--- src/rtl/prim_reg_pkg.sv ---
// Shared register-access definitions: software access semantics per register.
package prim_reg_pkg;

    typedef enum logic [2:0] {
        SwAccessRW  = 3'd0,
        SwAccessRO  = 3'd1,
        SwAccessWO  = 3'd2,
        SwAccessW1C = 3'd3,
        SwAccessW1S = 3'd4,
        SwAccessW0C = 3'd5,
        SwAccessRC  = 3'd6
    } sw_access_e;

endpackage

--- src/rtl/prim_reg_resp_bank.sv ---
// Software/hardware register bank enforcing per-register sw_access_e semantics.
// Optional feature: PRIM_REG_RESP_BANK_WRITE_ERR_EN flags writes to RO/RC registers as errors.
module prim_reg_resp_bank
    import prim_reg_pkg::*;
#(
    parameter int unsigned NumRegs = 8,
    parameter int unsigned DataW   = 32,
    parameter int unsigned AddrW   = (NumRegs > 1) ? $clog2(NumRegs) : 1,
    parameter sw_access_e [NumRegs-1:0] SwAccess = {NumRegs{SwAccessRW}},
    parameter logic [NumRegs*DataW-1:0] ResetVal = '0
) (
    input  logic                     clk_i,
    input  logic                     rst_ni,
    input  logic                     req_i,
    output logic                     gnt_o,
    input  logic                     we_i,
    input  logic [AddrW-1:0]         addr_i,
    input  logic [DataW-1:0]         wdata_i,
    output logic                     rvalid_o,
    input  logic                     rready_i,
    output logic [DataW-1:0]         rdata_o,
    output logic                     rerr_o,
    input  logic [NumRegs-1:0]       hw_de_i,
    input  logic [NumRegs*DataW-1:0] hw_d_i,
    output logic [NumRegs*DataW-1:0] q_o,
    output logic [NumRegs-1:0]       qe_o,
    output logic [NumRegs-1:0]       re_o
);

`ifdef PRIM_REG_RESP_BANK_WRITE_ERR_EN
    localparam bit WriteErrEn = 1'b1;
`else
    localparam bit WriteErrEn = 1'b0;
`endif

    localparam int unsigned NumAddr = 1 << AddrW;

    logic [NumRegs-1:0][DataW-1:0] q_q, q_d;
    logic [NumRegs-1:0]            qe_q, qe_d;
    logic [NumRegs-1:0]            re_q, re_d;
    logic                          rvalid_q, rvalid_d;
    logic [DataW-1:0]              rdata_q, rdata_d;
    logic                          rerr_q, rerr_d;

    logic                          accept_c;
    logic                          in_range_c;
    sw_access_e                    acc_c;
    logic [DataW-1:0]              rd_val_c;
    logic [NumAddr-1:0]            addr_valid;

    // Address decode table; avoids comparing a narrow address against NumRegs.
    for (genvar k = 0; k < NumAddr; k++) begin : g_valid
        assign addr_valid[k] = (k < NumRegs);
    end

    assign gnt_o    = !rvalid_q || rready_i;
    assign rvalid_o = rvalid_q;
    assign rdata_o  = rdata_q;
    assign rerr_o   = rerr_q;
    assign q_o      = q_q;
    assign qe_o     = qe_q;
    assign re_o     = re_q;

    always_comb begin
        accept_c   = req_i && gnt_o;
        in_range_c = addr_valid[addr_i];
        acc_c      = SwAccessRW;
        rd_val_c   = '0;
        for (int i = 0; i < NumRegs; i++) begin
            if (addr_i == AddrW'(i)) begin
                acc_c    = SwAccess[i];
                rd_val_c = q_q[i];
            end
        end
    end

    // Register update: hardware load is the base, the software op is applied on top.
    always_comb begin
        q_d  = q_q;
        qe_d = '0;
        re_d = '0;
        for (int i = 0; i < NumRegs; i++) begin
            logic [DataW-1:0] base;
            logic             sel;
            base   = hw_de_i[i] ? hw_d_i[i*DataW +: DataW] : q_q[i];
            sel    = accept_c && in_range_c && (addr_i == AddrW'(i));
            q_d[i] = base;
            if (sel && we_i) begin
                unique case (SwAccess[i])
                    SwAccessRW, SwAccessWO: begin
                        q_d[i]  = wdata_i;
                        qe_d[i] = 1'b1;
                    end
                    SwAccessW1C: begin
                        q_d[i]  = base & ~wdata_i;
                        qe_d[i] = 1'b1;
                    end
                    SwAccessW1S: begin
                        q_d[i]  = base | wdata_i;
                        qe_d[i] = 1'b1;
                    end
                    SwAccessW0C: begin
                        q_d[i]  = base & wdata_i;
                        qe_d[i] = 1'b1;
                    end
                    default: ;
                endcase
            end else if (sel) begin
                re_d[i] = 1'b1;
                // A coincident hardware event must survive the read-clear.
                if (SwAccess[i] == SwAccessRC && !hw_de_i[i]) begin
                    q_d[i] = '0;
                end
            end
        end
    end

    // Response channel: one outstanding response, held until consumed.
    always_comb begin
        rvalid_d = rvalid_q;
        rdata_d  = rdata_q;
        rerr_d   = rerr_q;
        if (accept_c) begin
            rvalid_d = 1'b1;
            rdata_d  = '0;
            rerr_d   = 1'b0;
            if (!in_range_c) begin
                rerr_d = 1'b1;
            end else if (we_i) begin
                rerr_d = WriteErrEn && (acc_c == SwAccessRO || acc_c == SwAccessRC);
            end else if (acc_c != SwAccessWO) begin
                rdata_d = rd_val_c;
            end
        end else if (rvalid_q && rready_i) begin
            rvalid_d = 1'b0;
            rdata_d  = '0;
            rerr_d   = 1'b0;
        end
    end

    always_ff @(posedge clk_i or negedge rst_ni) begin
        if (!rst_ni) begin
            q_q      <= ResetVal;
            qe_q     <= '0;
            re_q     <= '0;
            rvalid_q <= 1'b0;
            rdata_q  <= '0;
            rerr_q   <= 1'b0;
        end else begin
            q_q      <= q_d;
            qe_q     <= qe_d;
            re_q     <= re_d;
            rvalid_q <= rvalid_d;
            rdata_q  <= rdata_d;
            rerr_q   <= rerr_d;
        end
    end

endmodule

--- config.mk ---
export PLATFORM = sky130hd
export DESIGN_NAME = prim_reg_resp_bank
export DESIGN_NICKNAME = d
export VERILOG_FILES = /design/src/rtl/prim_reg_pkg.sv /design/src/rtl/prim_reg_resp_bank.sv
export SDC_FILE = /design/constraint.sdc
export NUM_CORES = 1
export LEC_CHECK = 0
export CORE_AREA = 2 2 235 237
export DETAILED_ROUTE_END_ITERATION = 8
export DIE_AREA = 0 0 237 239
export GPL_ROUTABILITY_DRIVEN = 1
export GPL_TIMING_DRIVEN = 0
export PLACE_DENSITY = 0.69
export SLEW_MARGIN = 10
export SYNTH_ARGS = -nofsm -noshare
export SYNTH_HDL_FRONTEND = slang
export SYNTH_SLANG_ARGS = --single-unit
--- constraint.sdc ---
create_clock -name clk_i -period 1.9 [get_ports clk_i]
set_input_delay 0.57 -clock clk_i [delete_from_list [all_inputs] [get_ports clk_i]]
set_output_delay 0.57 -clock clk_i [all_outputs]
set_load 0.01 [all_outputs]
After elaboration in Yosys (flattened, before gate mapping)
Memory sizes are Yosys's and may differ from the RTL's.
Index checks and enable logic that the tools add are counted.
{ "word_totals": {"regBits": 306, "romBits": 8, "input_bits": 304, "out_inout_bits": 307, "word_cells": 110, "mem_count": 1} }
{ "op_classes": {"magnitude_cmp": 1, "eq_ne": 7, "n_mux": 57, "n_reduce_logical": 31} }
{ "memory_table": {"columns": ["memory", "words", "word_bits", "rd", "rd_clocked_by_memory_dff", "write_ports", "line", "text"], "rows": [
  ["(name not given)", 8, 1, 1, 0, 0, "prim_reg_resp_bank.sv:66", "in_range_c = addr_valid[addr_i];"]
]} }
{ "op_table": {"columns": ["cell", "count"], "rows": [
  ["32-bit 2-to-1 mux", 28],
  ["1-bit 2-to-1 mux", 29],
  ["1-bit logical AND", 19],
  ["2-bit nonzero test", 9],
  ["3-bit equality test (second input constant)", 4],
  ["3-bit by 2-bit equality test with 1-bit output (second input constant)", 2],
  ["3-bit by 4-bit less-than comparator with 1-bit output (second input constant)", 1],
  ["3-bit by 1-bit equality test with 1-bit output (second input constant)", 1],
  ["3-bit zero test", 1],
  ["1-bit zero test", 1],
  ["1-bit logical OR", 1]
]} }

Longest topological paths before layout
Gate-level depths: netlist of run 1.
{ "logic_depth": {"word_depth": 12, "ltp_mapped": 8} }

Least setup slack after synthesis of run 1
OpenSTA, ideal clock, no wires.
{ "synth_timing": {"path_type": "input port to flip-flop", "start": "input rready_i", "end": "register rdata_q[29] (netlist: rdata_o[29])", "setup_time_ns": 0.126, "arrival_ns": 1.756, "slack_ns": 0.018, "path_stages": 8, "cell_sequence": "nor2b_1 buf_2 inv_1 nand3b_1 buf_2 clkbuf_1 a21oi_1 a221o_1"} }
{ "synth_via": {"elab_chain_cells": 3} }
{ "synth_rtl": {"columns": ["element", "line", "text"], "rows": [
  ["start, declared", "prim_reg_resp_bank.sv:20", "input logic rready_i,"],
  ["1-bit logical OR *", "prim_reg_resp_bank.sv:56", "assign gnt_o = !rvalid_q || rready_i;"],
  ["named net gnt_o", "prim_reg_resp_bank.sv:15", "output logic gnt_o,"],
  ["1-bit logical AND *", "prim_reg_resp_bank.sv:65", "accept_c = req_i && gnt_o;"],
  ["32-bit 2-to-1 mux / 2-bit nonzero test (equally long branches)", null, null],
  ["end signal, assigned", "prim_reg_resp_bank.sv:154", "rdata_q <= rdata_d;"],
  ["end, declared", "prim_reg_resp_bank.sv:42", "logic [DataW-1:0] rdata_q, rdata_d;"]
]} }
The timed path passes the listed nets; every way through them passes the cells marked *.
A chain may end at the register's enable or synchronous reset.

Worst setup path in the final report of run 1
{ "layout_timing": {"start": "register rvalid_q (netlist: rvalid_o)", "end": "output gnt_o"} }
{ "layout_via": {"elab_chain_cells": 2} }
{ "layout_rtl": {"columns": ["element", "line", "text"], "rows": [
  ["start, declared", "prim_reg_resp_bank.sv:41", "logic rvalid_q, rvalid_d;"],
  ["start signal, assigned", "prim_reg_resp_bank.sv:153", "rvalid_q <= rvalid_d;"],
  ["1-bit zero test", "prim_reg_resp_bank.sv:56", null],
  ["1-bit logical OR", "prim_reg_resp_bank.sv:56", null],
  ["end, declared", "prim_reg_resp_bank.sv:15", null]
]} }
Every way passes these cells.

==> results.py, run 1 <==
metrics = {
    "worst_setup_path": {
        "reg2regPathDepth": 5,
        "end_kind": "primary output",
        "criticalPathCategory": "reg -> out",
        "startpoint": "rvalid_o$_DFFE_PN0P_",
        "start_kind": "flip-flop",
        "crit_required_ps": 1330,
        "worstReg2RegEnd": "rdata_o[0]$_DFFE_PN0P_",
        "r2r-start": "rvalid_o$_DFFE_PN0P_",
        "cp.arrival_ps": 1410,
        "crit_fanout": 6,
        "rrSetupSlack_ps": 0,
        "crit_end": "gnt_o",
    },
    "pwr": {
        "powerDensity_nw_per_um2": 813,
        "total_leakage_power_nw": 11.4,
        "ir_drop_mv": 0.513,
        "design_power_total_mw": 20.3,
    },
    "outcome": {
        "status": "complete, but fails checks",
        "violations": "negative setup slack",
    },
    "clocking": {
        "cts_tree": "built",
        "clkLatencyLatePin_ps": 560,
        "cts_buffers": 37,
        "clockBufferDepth": 3,
        "cts-root-buf": "clkbuf_16",
        "cts_num_sinks": 305,
        "htreeDepth": 2,
        "clk_pin_slew_ps": 60,
    },
    "floorplanning": {
        "start_util_pct": 29.4,
        "core-area_sq_um": 54300,
        "pin_count": 611,
        "die_area_sq_um": 56600,
        "die_y_um": 239,
        "rows": 86,
        "die_w_um": 237,
    },
    "grt": {
        "gr-total-overflow": 0,
        "grt_busiest_layer": "met2",
        "met1_usage_pct": 39.6,
        "grt_pass1_wl_um": 126000,
        "grt_usage_pct": 31.3,
        "grt_use_met3_pct": 6.41,
        "grt_pass1_vias": 17048,
        "grt_use_met2_pct": 52.0,
        "grt_max_degree": 103,
        "grt_antenna_before_repair": 6,
    },
    "sta": {
        "setup_violations": 3,
        "rsz0062_at_grt": "yes",
        "finalSetupTns_ps": -150,
        "slew_headroom_pct": 21.9,
        "clock.fmax_mhz": 506,
        "tightest_slew_ps": 1170,
        "drv_slew": 0,
        "finalCriticalPeriod_ps": 1980,
        "timing.final.ws_setup_ps": -76.9,
        "min_period_over_period_pct": 104,
        "finalHoldViolCount": 0,
        "skew_ps": 18.8,
    },
    "place": {
        "dp_hpwl_um": 67300,
        "place_ws_ps": -1910,
        "gp_congestion": 0.944,
        "portBuffers": 569,
        "placed_area_sq_um": 22600,
    },
    "synthesis": {
        "yosysSeqAreaShare_pct": 47.8,
        "syn_avg_cell_area_sq_um": 9.88,
        "synth_flop_cell": "dfrtp_1",
        "synth_cells": 1615,
        "syn-cell-area_sq_um": 16000,
        "synth-seq-cells": 305,
        "yosys_warnings": 0,
        "synth_edf_count": 0,
        "async_flop_share_pct": 100,
        "synthesis.nets": 1919,
        "ys_types": 36,
    },
    "route": {
        "dr.pass1.iters": 5,
        "ant_nets": 0,
        "avgRoutedWirePerCell_um": 30.5,
        "drtIter0Drc": 1798,
        "routed_via_density": 5.65,
        "drcViolationCount": 0,
        "vias": 17085,
        "wirelength_um": 92300,
    },
    "layout": {
        "final_util_pct": 45.9,
        "layout.nets": 2590,
        "design_area_sq_um": 25000,
        "syn2layout_area_growth_pct": 56.4,
        "drive_above_1_share_pct": 18.1,
        "fillers": 5222,
    },
    "run": {
        "drv_cap": 0,
    },
    "min_path": {
        "min_path_type": "in -> reg",
    },
}
## report_power, final
part	total (mW)	internal, mW	switching, mW
Clock	7.37	4.32	3.05
Sequential	7.92	7.22	0.703
Combinational	5.00	2.37	2.64
Total	20.3	13.9	6.39
## flip-flops by register name, indices dropped and copies added, names as in the netlist
signal	cells
rvalid_o	1
re_o	8
rdata_o	32
qe_o	8
q_o	256
## per-stage QoR
step / hold WS (ps) / instances
final: 353 / 3024
after global routing: 350 / 3021
after CTS: 319 / 3012
after detailed placement: 477 / 2891
after global placement: 498 / 2888
after floorplan: 274 / 1615
## cell usage after synthesis, drive strengths merged (5+ instances only)
cell / number / share of area (%)
clkbuf: 74 / 1.7
o21ai: 133 / 4.2
buf: 104 / 3.6
nand3b: 5 / 0.24
nor2b: 5 / 0.20
mux2i: 289 / 18
dfrtp: 305 / 48
a21oi: 215 / 6.7
nand2: 137 / 3.2
nand4: 7 / 0.27
a221o: 27 / 1.7
mux2: 54 / 3.8
o22ai: 54 / 2.1
nor2: 132 / 3.1
inv: 8 / 0.19
nor4: 31 / 1.2
o311ai: 5 / 0.27
## cell type report
type                            count  area [sq um]  area share (%)
Multi-Input combinational cell   1124          7770            31.1
Sequential cell                   305          7650            30.7
Timing Repair Buffer              634          6020            24.1
Buffer                            176          1350            5.42
Clock buffer                       55          1110            4.43
Tap cell                          704           881            3.53
Clock inverter                     13           130           0.521
Inverter                            8          35.0           0.140
Antenna cell                        5          12.5          0.0501
## logic make-up (layout without fill, tap and decap cells)
kind of cell	count (synthesis)	after routing	synth area share, %
multiplexers	343	343	21.9
other	1	6	0.0235
flip-flops	305	305	47.8
buffers and inverters	186	886	5.57
AO/OA/AOI/OAI	449	449	15.8
AND/OR/NAND/NOR	331	331	8.82
## timing repair
item / in CTS / in global routing
buffers inserted: 48 / 5
endpoints found under the hold margin: 38 / 0
hold buffers: 1 / 0
gates cloned: 5 / 3
pin swaps: 4 / 1
gates resized for setup: 597 / 47
endpoints found under the setup margin: 610 / 287
## worst min-delay path by stage
| stage | cells past startpoint | startpoint | endpoint |
|---|---|---|---|
| 2_1_floorplan | 0 | rst_ni | q_o[0]$_DFFE_PN0P_ |
| 4_1_cts | 3 | wdata_i[14] | q_o[14]$_DFFE_PN0P_ |
| 5_1_grt | 3 | wdata_i[20] | q_o[148]$_DFFE_PN0P_ |
| 3_5_place_dp | 1 | rst_ni | qe_o[1]$_DFF_PN0_ |
| 3_3_place_gp | 1 | rdata_o[11]$_DFFE_PN0P_ | rdata_o[11]$_DFFE_PN0P_ |
| 6_report | 3 | wdata_i[15] | q_o[143]$_DFFE_PN0P_ |
## critical path, cell delays in order, from the launching register on
cell and delay (ps):
dfrtp_1 370, nor2b_4 280, inv_4 80, buf_6 130
## layout by cell type, fill, tap and decap left out, types with 5 or more instances in the layout
| cell type | instances |
|---|---|
| dlygate4sd2_1 | 296 |
| dfrtp_1 | 288 |
| mux2i_1 | 283 |
| clkdlybuf4s50_1 | 256 |
| a21oi_1 | 192 |
| nand2_1 | 136 |
| o21ai_0 | 133 |
| nor2_1 | 108 |
| buf_4 | 75 |
| mux2_2 | 54 |
| o22ai_1 | 54 |
| buf_2 | 46 |
| clkbuf_16 | 43 |
| clkbuf_1 | 36 |
| a221o_1 | 27 |
| nor4_1 | 25 |
| clkbuf_2 | 21 |
| a21oi_2 | 21 |
| buf_6 | 20 |
| clkbuf_8 | 19 |
| nor2_2 | 19 |
| dfrtp_2 | 17 |
| clkbuf_4 | 15 |
| buf_12 | 8 |
| clkdlybuf4s15_1 | 8 |
| buf_8 | 7 |
| nand4_1 | 7 |
| buf_16 | 7 |
| clkinv_2 | 6 |
| diode_2 | 5 |
| inv_1 | 5 |
| nor4_4 | 5 |
| nand3b_1 | 5 |
| nor2_4 | 5 |
| mux2i_2 | 5 |
## per-layer routing
layer	vias up	wire [um]
li1	7127	-
met5	-	23
met1	8406	36000
met3	291	8520
met2	1257	43200
met4	4	4550
No activity file was read; power rests on OpenSTA's default activity.
==> run 2, diff against run 1 <==
- CORE_AREA: 2 2 235 237 -> 10 10 230 232
- DIE_AREA: 0 0 237 239 -> 0 0 240 242
- PLACE_DENSITY: 0.69 -> 0.74
- SLEW_MARGIN: 10 -> 20
==> run 2 against run 1 <==
Against the previous run:
- the flow still finishes with violations (negative setup slack)
- first-iteration DRC count down 0.56%
- sequential share of layout area up 0.46 points
- critical endpoint unchanged
- critical path type unchanged
- sequential cell count unchanged
==> results.py, run 2 (synthesis gave the netlist of run 1 again) <==
metrics = {
    "outcome": {
        "status": "complete, but fails checks",
        "violations": "negative setup slack",
    },
    "pwr": {
        "power_frac_comb_pct": 24.4,
        "swShare_pct": 31.5,
        "ir_drop_mv": 0.544,
        "p_switching_mw": 6.43,
        "pwr-share-clk_pct": 36.6,
        "powerDensity_nw_per_um2": 830,
        "seqPwrFrac_pct": 39.0,
        "internal-power_mw": 14.0,
        "total_leakage_power_nw": 11.3,
    },
    "sta": {
        "slew_headroom_pct": 18.2,
        "rsz0062_at_grt": "yes",
        "finalSetupTns_ps": -103,
        "drv_slew": 0,
        "tightest_slew_ps": 1230,
        "setup_violations": 2,
        "timing.final.ws_setup_ps": -103,
        "min_period_over_period_pct": 105,
        "clock.fmax_mhz": 499,
        "finalHoldViolCount": 0,
        "finalCriticalPeriod_ps": 2000,
        "skew_ps": 22.6,
    },
    "route": {
        "drcViolationCount": 0,
        "drtIter0Drc": 1788,
        "wl_met3_um": 10200,
        "ant_nets": 0,
        "m1WireLength_um": 36200,
        "avgRoutedWirePerCell_um": 32.6,
        "vias": 17244,
        "topRoutingLayerUsed": "met5",
        "dr.pass1.iters": 5,
        "wl_met2_um": 44300,
        "wirelength_um": 95500,
        "routed_via_density": 5.89,
    },
    "min_path": {
        "min_path_type": "in -> reg",
        "min-delay-start": "wdata_i[18]",
        "holdPathEnd": "q_o[82]$_DFFE_PN0P_",
        "hold_path_depth": 3,
    },
    "worst_setup_path": {
        "rrSetupSlack_ps": 0,
        "r2r-start": "rvalid_o$_DFFE_PN0P_",
        "crit_fanout": 7,
        "reg2regPathDepth": 9,
        "criticalPathCategory": "reg -> out",
        "cp.arrival_ps": 1430,
        "start_kind": "flip-flop",
        "worstReg2RegEnd": "rdata_o[6]$_DFFE_PN0P_",
        "crit_required_ps": 1330,
        "end_kind": "primary output",
    },
    "layout": {
        "fillers": 4550,
        "syn2layout_area_growth_pct": 54.2,
        "layout.nets": 2575,
        "layout_common_cells": "dlygate4sd2_1 (286), dfrtp_1 (286), mux2i_1 (284)",
        "largest_reg_flops": 256,
        "instances_no_fill": 2928,
        "drive_above_1_share_pct": 16.7,
    },
    "clocking": {
        "cts_tree": "built",
        "clk_pin_slew_ps": 70,
        "cts-root-buf": "clkbuf_16",
        "clkLatencyLatePin_ps": 560,
        "clockBufferDepth": 3,
        "cts_buffers": 37,
        "cts_num_sinks": 305,
        "htreeDepth": 2,
    },
    "place": {
        "portBuffers": 569,
        "dp_hpwl_um": 70800,
        "placed_cells": 2809,
        "gp_congestion": 0.989,
    },
    "floorplanning": {
        "die_area_sq_um": 58100,
        "die_y_um": 242,
        "core-area_sq_um": 48400,
        "rows": 81,
        "start_util_pct": 32.9,
        "die_w_um": 240,
        "pin_count": 611,
    },
    "grt": {
        "grt_max_degree": 94,
        "grt_antenna_before_repair": 6,
        "grt_pass1_wl_um": 131000,
        "grt_pass1_vias": 17508,
        "grt_usage_pct": 31.3,
        "gr-total-overflow": 0,
    },
    "run": {
        "drv_cap": 0,
    },
}
## run 2: area by class of cell
class                           count  area [sq um]  share of cell area, %
Clock inverter                     10           111                  0.453
Antenna cell                        8          20.0                 0.0814
Inverter                            8          35.0                  0.142
Multi-Input combinational cell   1124          7720                   31.4
Tap cell                          622           778                   3.16
Sequential cell                   305          7660                   31.1
Clock buffer                       56          1140                   4.63
Timing Repair Buffer              619          5820                   23.7
Buffer                            176          1310                   5.32
## run 2: how the worst max path moves through the flow
stage                         start                       to  slack (ps)
2_1_floorplan              rready_i  rdata_o[29]$_DFFE_PN0P_          20
3_3_place_gp                 rst_ni  rdata_o[27]$_DFFE_PN0P_      -13430
3_5_place_dp              addr_i[2]      q_o[23]$_DFFE_PN0P_       -1940
4_1_cts        rvalid_o$_DFFE_PN0P_                    gnt_o         -90
5_1_grt        rvalid_o$_DFFE_PN0P_                    gnt_o        -160
6_report       rvalid_o$_DFFE_PN0P_                    gnt_o        -100
## run 2: power groups by stage
stage,Clock (mW),Combinational [mW],Sequential (mW)
after floorplan,0,1.64,8.14
after global placement,0,5.00,8.06
after detailed placement,0,5.09,8.06
after CTS,7.46,4.86,7.92
after global routing,7.74,5.24,8.01
final,7.46,4.98,7.96
## run 2: metrics by stage
stage               hold slack (ps)  utilization, %  cell area, sq um  total power [mW]  setup slack (ps)
finish                          349            50.8             24600              20.4              -103
detailed placement              501            46.5             22500              13.2             -1940
floorplan                       274               -             16000              9.77              17.5
global route                    345            50.7             24600              21.0              -159
CTS                             326            50.1             24200              20.2             -85.2
global placement                498            46.3             22400              13.1            -13430
## run 2: critical path: stages, from the launching register on
cell and delay (ps):
dfrtp_1 390, nor2b_4 180, buf_8 150, inv_4 40, buf_6 110
## run 2: per-layer routing
metal	up-vias	track usage, %
li1	7107	-
met2	1280	50.5
met5	-	0
met4	4	14.2
met1	8574	37.9
met3	279	9.08
## run 2: what timing repair did
item	CTS	global route
gates resized for setup	555	58
hold buffers	1	0
gates cloned	1	2
buffers inserted	28	15
hold endpoints to repair	59	0
setup endpoints to repair	610	218
pin swaps	2	3
==> run 3, diff against run 2 <==
- GPL_TIMING_DRIVEN: 0 -> unset
==> run 3 against run 2 <==
Against the previous run:
- the run now ends clean
- utilization increased by 0.61 points
- non-clock buffer count is 22 lower
- largest cell class is now non-clock buffers
- largest power group unchanged
- critical path type is now reg -> reg
- first-iteration DRC count decreased by 21%
==> results.py, run 3 (synthesis gave the netlist of run 1 again) <==
metrics = {
    "outcome": {
        "status": "finished, final reports clean",
    },
    "floorplanning": {
        "start_util_pct": 32.9,
        "rows": 81,
        "die_area_sq_um": 58100,
        "core-area_sq_um": 48400,
        "die_y_um": 242,
        "die_w_um": 240,
        "pin_count": 611,
    },
    "sta": {
        "hold-worst-slack_ps": 448,
        "tightest_slew_ps": 635,
        "clock.fmax_mhz": 528,
        "rsz0062_at_grt": "yes",
        "finalCriticalPeriod_ps": 1900,
        "finalHoldViolCount": 0,
        "min_period_over_period_pct": 99.7,
        "setup_violations": 0,
        "drv_slew": 0,
        "slew_headroom_pct": 57.6,
        "skew_ps": 9.92,
    },
    "place": {
        "gp_congestion": 0.960,
        "dp_hpwl_um": 60300,
        "portBuffers": 609,
        "placed_area_sq_um": 23700,
        "placed_cells": 2809,
    },
    "clocking": {
        "clockBufferDepth": 3,
        "htreeDepth": 2,
        "cts_num_sinks": 305,
        "cts_buffers": 37,
        "clkLatencyLatePin_ps": 540,
        "clk_pin_slew_ps": 60,
        "cts_tree": "built",
        "cts-root-buf": "clkbuf_16",
    },
    "run": {
        "drv_cap": 0,
    },
    "grt": {
        "grt_usage_pct": 27.3,
        "gr-total-overflow": 0,
        "grt_pass1_vias": 16886,
        "grt_pass1_wl_um": 118000,
        "grt_antenna_before_repair": 6,
        "grt_max_degree": 50,
    },
    "pwr": {
        "powerDensity_nw_per_um2": 810,
        "design_power_total_mw": 20.2,
        "ir_drop_mv": 0.479,
        "total_leakage_power_nw": 11.4,
    },
    "layout": {
        "instances_no_fill": 2904,
        "design_area_sq_um": 24900,
        "layout_common_cells": "dlygate4sd2_1 (298), dfrtp_1 (296), mux2i_1 (288), clkdlybuf4s50_1 (288), a21oi_1 (215)",
        "layout.nets": 2553,
        "drive_above_1_share_pct": 13.7,
        "final_common_cell": "dlygate4sd2_1",
        "largest_reg_flops": 256,
        "fillers": 4334,
        "syn2layout_area_growth_pct": 56.0,
    },
    "worst_setup_path": {
        "rrSetupSlack_ps": 5,
        "crit_required_ps": 2370,
        "criticalPathCategory": "reg -> reg",
        "end_kind": "flip-flop",
        "cp.arrival_ps": 2370,
        "start_kind": "flip-flop",
        "crit_fanout": 11,
    },
    "route": {
        "drcViolationCount": 0,
        "wirelength_um": 82700,
        "ant_nets": 0,
        "avgRoutedWirePerCell_um": 28.5,
        "routed_via_density": 5.61,
        "drtIter0Drc": 1414,
        "vias": 16286,
        "dr.pass1.iters": 6,
    },
    "min_path": {
        "min_path_type": "in -> reg",
    },
}
## run 3: cell count changes in the layout (fill, tap and decap cells not counted), moves of 10 or more
cell	change
clkbuf_2	-21
clkdlybuf4s15_1	-12
clkdlybuf4s50_1	+32
clkbuf_1	-25
clkbuf_4	-21
buf_12	+47
dlygate4sd2_1	+12
clkbuf_8	-13
dfrtp_1	+10
buf_6	-21
dfrtp_2	-10
buf_4	+41
buf_2	-36
nor4_1	+10
## run 3: worst paths after layout
check / from / cells after the start / endpoint
setup / recovery: rvalid_o$_DFFE_PN0P_ / 9 / q_o[25]$_DFFE_PN0P_
hold / removal: addr_i[2] / 4 / re_o[1]$_DFF_PN0_
setup reg to reg: rvalid_o$_DFFE_PN0P_ / 9 / q_o[25]$_DFFE_PN0P_
hold reg to reg: rdata_o[5]$_DFFE_PN0P_ / 1 / rdata_o[5]$_DFFE_PN0P_
max in group asynchronous: rst_ni / 3 / q_o[255]$_DFFE_PN0P_
min in group asynchronous: rst_ni / 2 / rdata_o[14]$_DFFE_PN0P_
## run 3: final cells by class
type | instances | area [sq um] | share of cell area (%)
clock buffers | 55 | 1120 | 4.48
diodes | 6 | 15.0 | 0.0603
flip-flops and latches | 305 | 7640 | 30.7
inverters | 8 | 32.5 | 0.131
multi-input cells | 1124 | 7500 | 30.1
well taps | 622 | 778 | 3.13
repair buffers | 773 | 7680 | 30.9
clock inverters | 11 | 116 | 0.467
## run 3: metal layers
layer / GRT usage [%] / routed length (um) / vias up
li1: - / - / 7067
met3: 6.89 / 7530 / 220
met2: 43.5 / 38100 / 1019
met5: 0 / 0 / -
met4: 12.6 / 3750 / 0
met1: 34.1 / 33300 / 7980
## run 3: stage by stage
step | TNS, ps | util (%) | setup WS, ps
finish | 0 | 51.4 | 4.97
global route | -22.7 | 51.4 | -10.8
CTS | 0 | 51.2 | 1.53
detailed placement | -150720 | 48.8 | -687
global placement | -143840 | 48.8 | -685
floorplan | 0 | - | 17.5
## run 3: worst max-delay path: stages (launching register included)
cell       delay [ps]
dfrtp_1           370
nor2b_2           160
buf_4             140
buf_6             130
nor4_4            320
buf_6             190
buf_12            100
bufbuf_16         260
nand2_1            50
o21ai_1            90
## run 3: power by group
| part | switching [mW] | internal, mW |
|---|---|---|
| combinational | 2.50 | 2.44 |
| clock | 2.94 | 4.35 |
| sequential | 0.705 | 7.21 |
| total | 6.15 | 14.0 |
## run 3: what timing repair did
action / CTS / global route
hold endpoints to repair: 20 / 0
resized for setup: 336 / 16
endpoints found under the setup margin: 395 / 40
pin swaps: 2 / 0
gates cloned: 3 / 2
hold buffers: 1 / 0
setup buffers: 16 / 1
